File: config.mk
export PLATFORM = sky130hd
export DESIGN_NAME = ctrl_spi_tx_flat
export DESIGN_NICKNAME = d
export VERILOG_FILES = /design/src/rtl/ctrl_spi_tx_if.sv /design/src/rtl/ctrl_spi_tx.sv /design/src/flat_wrapper.sv
export SDC_FILE = /design/constraint.sdc
export NUM_CORES = 1
export LEC_CHECK = 0
export ABC_CLOCK_PERIOD_IN_PS = 3050
export CORE_MARGIN = 2
export CORE_UTILIZATION = 57
export DETAILED_ROUTE_END_ITERATION = 8
export GPL_ROUTABILITY_DRIVEN = 0
export PLACE_DENSITY = 0.84
export SETUP_SLACK_MARGIN = 0.3
export SYNTH_ARGS = -nofsm -noshare
export SYNTH_HDL_FRONTEND = slang
export SYNTH_SLANG_ARGS = --single-unit
File: constraint.sdc
create_clock -name fpga_clock -period 3.05 [get_ports fpga_clock]
set_clock_uncertainty 0.05 [all_clocks]
set_input_delay 0.61 -clock fpga_clock [delete_from_list [all_inputs] [get_ports fpga_clock]]
set_output_delay 0.61 -clock fpga_clock [all_outputs]
set_load 0.01 [all_outputs]
File: src/rtl/ctrl_spi_tx_if.sv
// ctrl_spi_tx_if: request/status handshake and SPI pins of the control-frame transmitter
interface ctrl_spi_tx_if;
    logic [15:0] data0;
    logic [15:0] data1;
    logic        send;
    logic        busy;
    logic        done;
    logic        spi_nss;
    logic        spi_clock;
    logic        spi_data;
    modport master (
        output data0, data1, send,
        input  busy, done, spi_nss, spi_clock, spi_data
    );
    modport slave (
        input  data0, data1, send,
        output busy, done, spi_nss, spi_clock, spi_data
    );
endinterface

File: src/rtl/ctrl_spi_tx.sv
// ctrl_spi_tx: SPI mode-0 master sending one 32-bit frame {data0, data1}, MSB first
module ctrl_spi_tx #(
    parameter int unsigned CLK_DIV      = 4,
    parameter int unsigned SETUP_CYCLES = 4,
    parameter int unsigned HOLD_CYCLES  = 4,
    parameter int unsigned GAP_CYCLES   = 8
) (
    input  logic          fpga_clock,
    input  logic          reset,
    ctrl_spi_tx_if.slave  bus
);
    localparam int unsigned MAX_A   = CLK_DIV > SETUP_CYCLES ? CLK_DIV : SETUP_CYCLES;
    localparam int unsigned MAX_B   = HOLD_CYCLES > GAP_CYCLES ? HOLD_CYCLES : GAP_CYCLES;
    localparam int unsigned MAX_CNT = MAX_A > MAX_B ? MAX_A : MAX_B;
    localparam int unsigned PW      = $clog2(MAX_CNT + 1);
    typedef logic [PW-1:0] phase_t;
    localparam phase_t DIV_LAST   = phase_t'(CLK_DIV - 1);
    localparam phase_t SETUP_LAST = phase_t'(SETUP_CYCLES - 1);
    localparam phase_t HOLD_LAST  = phase_t'(HOLD_CYCLES - 1);
    localparam phase_t GAP_LAST   = phase_t'(GAP_CYCLES - 1);

    typedef enum logic [2:0] {IDLE, SETUP, SCK_HIGH, SCK_LOW, HOLD, GAP} state_t;

    state_t      state, state_n;
    phase_t      phase, phase_n, limit;
    logic [4:0]  bit_cnt, bit_n;
    logic [31:0] shift, shift_n;
    logic        nss, nss_n, sck, sck_n, busy, busy_n, done, done_n, wrap;

    always_comb begin
        limit = state == SETUP ? SETUP_LAST :
                state == HOLD  ? HOLD_LAST  :
                state == GAP   ? GAP_LAST   : DIV_LAST;
        wrap = phase == limit;
    end

    // MOSI is shift[31]; the 32nd shift empties the register, so MOSI is 0 after fall 31 and while idle
    always_comb begin
        state_n = state;
        phase_n = wrap ? '0 : phase + phase_t'(1);
        bit_n   = bit_cnt;
        shift_n = shift;
        nss_n   = nss;
        sck_n   = sck;
        busy_n  = busy;
        done_n  = 1'b0;
        case (state)
            IDLE: begin
                phase_n = '0;
                if (bus.send) begin
                    shift_n = {bus.data0, bus.data1};
                    bit_n   = '0;
                    nss_n   = 1'b0;
                    busy_n  = 1'b1;
                    state_n = SETUP;
                end
            end
            SETUP: if (wrap) begin
                sck_n   = 1'b1;
                state_n = SCK_HIGH;
            end
            SCK_HIGH: if (wrap) begin
                sck_n   = 1'b0;
                shift_n = {shift[30:0], 1'b0};
                state_n = bit_cnt == 5'd31 ? HOLD : SCK_LOW;
            end
            SCK_LOW: if (wrap) begin
                sck_n   = 1'b1;
                bit_n   = bit_cnt + 5'd1;
                state_n = SCK_HIGH;
            end
            HOLD: if (wrap) begin
                nss_n   = 1'b1;
                state_n = GAP;
            end
            GAP: if (wrap) begin
                done_n  = 1'b1;
                busy_n  = 1'b0;
                state_n = IDLE;
            end
            default: state_n = IDLE;
        endcase
    end

    always_ff @(posedge fpga_clock or posedge reset) begin
        if (reset) begin
            state   <= IDLE;
            phase   <= '0;
            bit_cnt <= '0;
            shift   <= '0;
            nss     <= 1'b1;
            sck     <= 1'b0;
            busy    <= 1'b0;
            done    <= 1'b0;
        end else begin
            state   <= state_n;
            phase   <= phase_n;
            bit_cnt <= bit_n;
            shift   <= shift_n;
            nss     <= nss_n;
            sck     <= sck_n;
            busy    <= busy_n;
            done    <= done_n;
        end
    end

    assign bus.spi_nss   = nss;
    assign bus.spi_clock = sck;
    assign bus.spi_data  = shift[31];
    assign bus.busy      = busy;
    assign bus.done      = done;
endmodule
File: src/flat_wrapper.sv
// flat-port wrapper written by rule: the top's interface ports become plain ports
module ctrl_spi_tx_flat 
#(
    parameter int unsigned CLK_DIV      = 4,
    parameter int unsigned SETUP_CYCLES = 4,
    parameter int unsigned HOLD_CYCLES  = 4,
    parameter int unsigned GAP_CYCLES   = 8
)
  (fpga_clock, reset, bus_data0, bus_data1, bus_send, bus_busy, bus_done, bus_spi_nss, bus_spi_clock, bus_spi_data);
  ctrl_spi_tx_if bus_i ();
  input  logic fpga_clock;
  input  logic reset;
  input wire logic [$bits(bus_i.data0)-1:0] bus_data0;
  input wire logic [$bits(bus_i.data1)-1:0] bus_data1;
  input wire logic [$bits(bus_i.send)-1:0] bus_send;
  output wire logic [$bits(bus_i.busy)-1:0] bus_busy;
  output wire logic [$bits(bus_i.done)-1:0] bus_done;
  output wire logic [$bits(bus_i.spi_nss)-1:0] bus_spi_nss;
  output wire logic [$bits(bus_i.spi_clock)-1:0] bus_spi_clock;
  output wire logic [$bits(bus_i.spi_data)-1:0] bus_spi_data;
  assign bus_i.data0 = bus_data0;
  assign bus_i.data1 = bus_data1;
  assign bus_i.send = bus_send;
  assign bus_busy = bus_i.busy;
  assign bus_done = bus_i.done;
  assign bus_spi_nss = bus_i.spi_nss;
  assign bus_spi_clock = bus_i.spi_clock;
  assign bus_spi_data = bus_i.spi_data;
  ctrl_spi_tx #(.CLK_DIV(CLK_DIV), .SETUP_CYCLES(SETUP_CYCLES), .HOLD_CYCLES(HOLD_CYCLES), .GAP_CYCLES(GAP_CYCLES)) u_core (.fpga_clock(fpga_clock), .reset(reset), .bus(bus_i));
endmodule
==> impl_metrics.tcl <==
set metrics [dict create \
    drtIter0Drc 117 \
    critPathArrivalTime_ns 2.63 \
    synthArstFlopShare_pct 100 \
    grt_usage_pct 19.3 \
    finalNonFillerCells 279 \
    cts_root_buffer "clkbuf_8" \
    netlist_area_sq_um 2470 \
    core_region_area_sq_um 4090 \
    critical_path_required_ns 3.18 \
    diodes 0 \
    clockBufferDepth 2 \
    wl_met3_microns 227 \
    p_leak_nw 1.23 \
    irDropWorstVdd_uv 279 \
    layout-drive-gt1-share_pct 33.2 \
    synth-edff-count 0 \
    route.vias.total 1586 \
    firstDrtPassIters 4 \
    power.density_nw_per_um2 372 \
    nets 267 \
    finalSetupViolations 0 \
    worstSetupPathType "register to register" \
    crit_buf_inv 0 \
    clk_latency_ns 0.29 \
    grt_max_degree 33 \
    cp_top_family "compound AO/OA/AOI/OAI gates" \
    fill_cells 298 \
    ys_types 37 \
    synthCells 193 \
    initial_core_util_pct 60.5 \
    ant_nets 0 \
    whs_path_depth 1 \
    min_period_ns 2.50 \
    path_cells "ha_1 -> or3b_1 -> o21ai_4 -> mux2_2" \
    antenna_found_initial 0 \
    num_rows 23 \
    cts_buffers 5 \
    finalCritPeriodShare_pct 82.1 \
    end_kind "register" \
    synth_seq_cells 48 \
    status "finished, final reports clean" \
    portBuffers 39 \
    cpPeakStageDelay_ns 0.81 \
    hold_viol_final 0 \
    critPathSlowestCell "o21ai_4" \
    slew_headroom_pct 36.7 \
    r2r_cells 4 \
    dr_wl_met2_microns 2100 \
    tightest_slew_ns 0.946 \
    dp_hpwl_microns 3090 \
    first_global_vias 1614 \
    via_per_inst 5.68 \
    syn_to_final_growth_pct 18.5 \
    rsz0062_at_grt "false" \
    start_kind "register" \
    avgSynthCellArea_sq_um 12.8 \
    h-tree-depth 2 \
    clock-sinks 48 \
    cts_tree "done" \
    ctsHoldBuffers 0 \
    holdWs_ns 0.420 \
    synthDominantCellAreaShare_pct 47.6 \
    min_to "u_core.phase[0]" \
    wl_met1_microns 1870 \
    grt_pass1_wl_microns 7530 \
    fmax_ghz 0.399 \
    dieArea_sq_um 4880 \
    yosys_warnings 0 \
    top_layer "met4" \
    final.setup.tns_ns 0 \
    slew_viol_final 0 \
    ios 40 \
    r2r_start "u_core.phase[0]" \
    path_max_fanout 31 \
    dieHeight_microns 69.9 \
    hold_class "register to register" \
    wl_per_cell_microns 15.1 \
    regToRegEndpoint "u_core.shift[18]" \
    cts_setup_buffers 0 \
    synth_nets 231 \
    post_synth_most_frequent_cells "mux2_2, dfrtp_1, nand2_1, inv_1" \
    r2r_slack_ns 0.55 \
    grt.overflow.total 0 \
    synth-main-ff-cell "dfrtp_1" \
    yosysSeqAreaShare_pct 48.6 \
    wl_microns 4230 \
    min_from "u_core.phase[0]" \
    synth.area.top_cells "dfrtp_1, mux2_2, buf_6" \
    drc 0 \
    synth_area_leader_cell "dfrtp_1" \
    post_cts_resized 0 \
    die_w_microns 69.9 \
    place_inst 272 \
    clkTransAtPathRegs_ns 0.08 \
    drv_cap 0 \
    cp.depth 4 \
    yosysMostFrequentCell "mux2_2" \
]
through the flow:
stage          setup WS [ns]  instance area (sq um)  total power, mW  utilization [%]
2_1_floorplan           1.05                   2470            0.704                -
3_3_place_gp           0.334                   2850            0.754             69.8
3_5_place_dp           0.275                   2850            0.759             69.8
4_1_cts                0.527                   2930             1.11             71.7
5_1_grt                0.384                   2930             1.15             71.7
6_report               0.545                   2930             1.09             71.7
report_power, final:
part           total, mW  switching [mW]  internal (mW)  leakage [nW]
clock              0.344           0.188          0.156        0.0410
sequential         0.655         0.00635          0.649         0.594
combinational     0.0897          0.0268         0.0629         0.598
total               1.09           0.221          0.867          1.23
area by class of cell:
| class | count | area (sq um) | share of cell area [%] |
|---|---|---|---|
| Clock buffer | 6 | 72.6 | 2.48 |
| Clock inverter | 1 | 5.00 | 0.171 |
| Inverter | 7 | 26.3 | 0.897 |
| Multi-Input combinational cell | 125 | 1150 | 39.2 |
| Sequential cell | 48 | 1200 | 41.1 |
| Tap cell | 50 | 62.6 | 2.14 |
| Timing Repair Buffer | 42 | 413 | 14.1 |
registers in the layout (all words and copies together) (netlist names):
register	count
u_core.shift	32
u_core.bit_cnt	5
u_core.phase	4
u_core.state	3
u_core.bus.busy	1
u_core.bus.done	1
u_core.bus.spi_clock	1
u_core.bus.spi_nss	1
worst max path at each step:
stage,from,endpoint
after floorplan,bus_send,u_core.shift[10]
after global placement,bus_send,u_core.shift[11]
after detailed placement,bus_send,u_core.shift[11]
after CTS,u_core.phase[0],u_core.shift[18]
after global routing,u_core.phase[0],u_core.shift[19]
final,u_core.phase[0],u_core.shift[18]
placed cells by master, fill, tap and decap left out, types with 2 or more instances in the layout:
cell type / instances
clkdlybuf4s50_1: 39
mux2i_1: 5
clkbuf_8: 5
mux2_2: 62
nor2_1: 4
a211oi_1: 3
nor3b_1: 2
buf_4: 3
dfrtp_1: 47
nor2b_1: 3
nand3_1: 5
or3b_1: 2
ha_1: 3
nand2_1: 9
o2bb2ai_1: 3
xnor2_1: 2
a21oi_1: 2
o21ai_0: 2
inv_1: 6
routing by layer:
layer	track usage (%)	up-vias
li1	-	760
met3	5.63	5
met5	0	-
met2	31.5	36
met1	25.3	785
met4	5.13	0
logic make-up (layout without fill, tap and decap cells):
| logic type | after synthesis | count (layout) | share of synthesized area [%] |
|---|---|---|---|
| mux | 67 | 67 | 30.3 |
| buf+inv | 20 | 56 | 5.16 |
| simple gates | 33 | 33 | 7.34 |
| xor+xnor | 3 | 3 | 1.06 |
| flops | 48 | 48 | 48.6 |
| compound gates | 19 | 19 | 6.02 |
| fa+ha+maj | 3 | 3 | 1.52 |
Note: power is estimated with default switching activity, not from simulation.
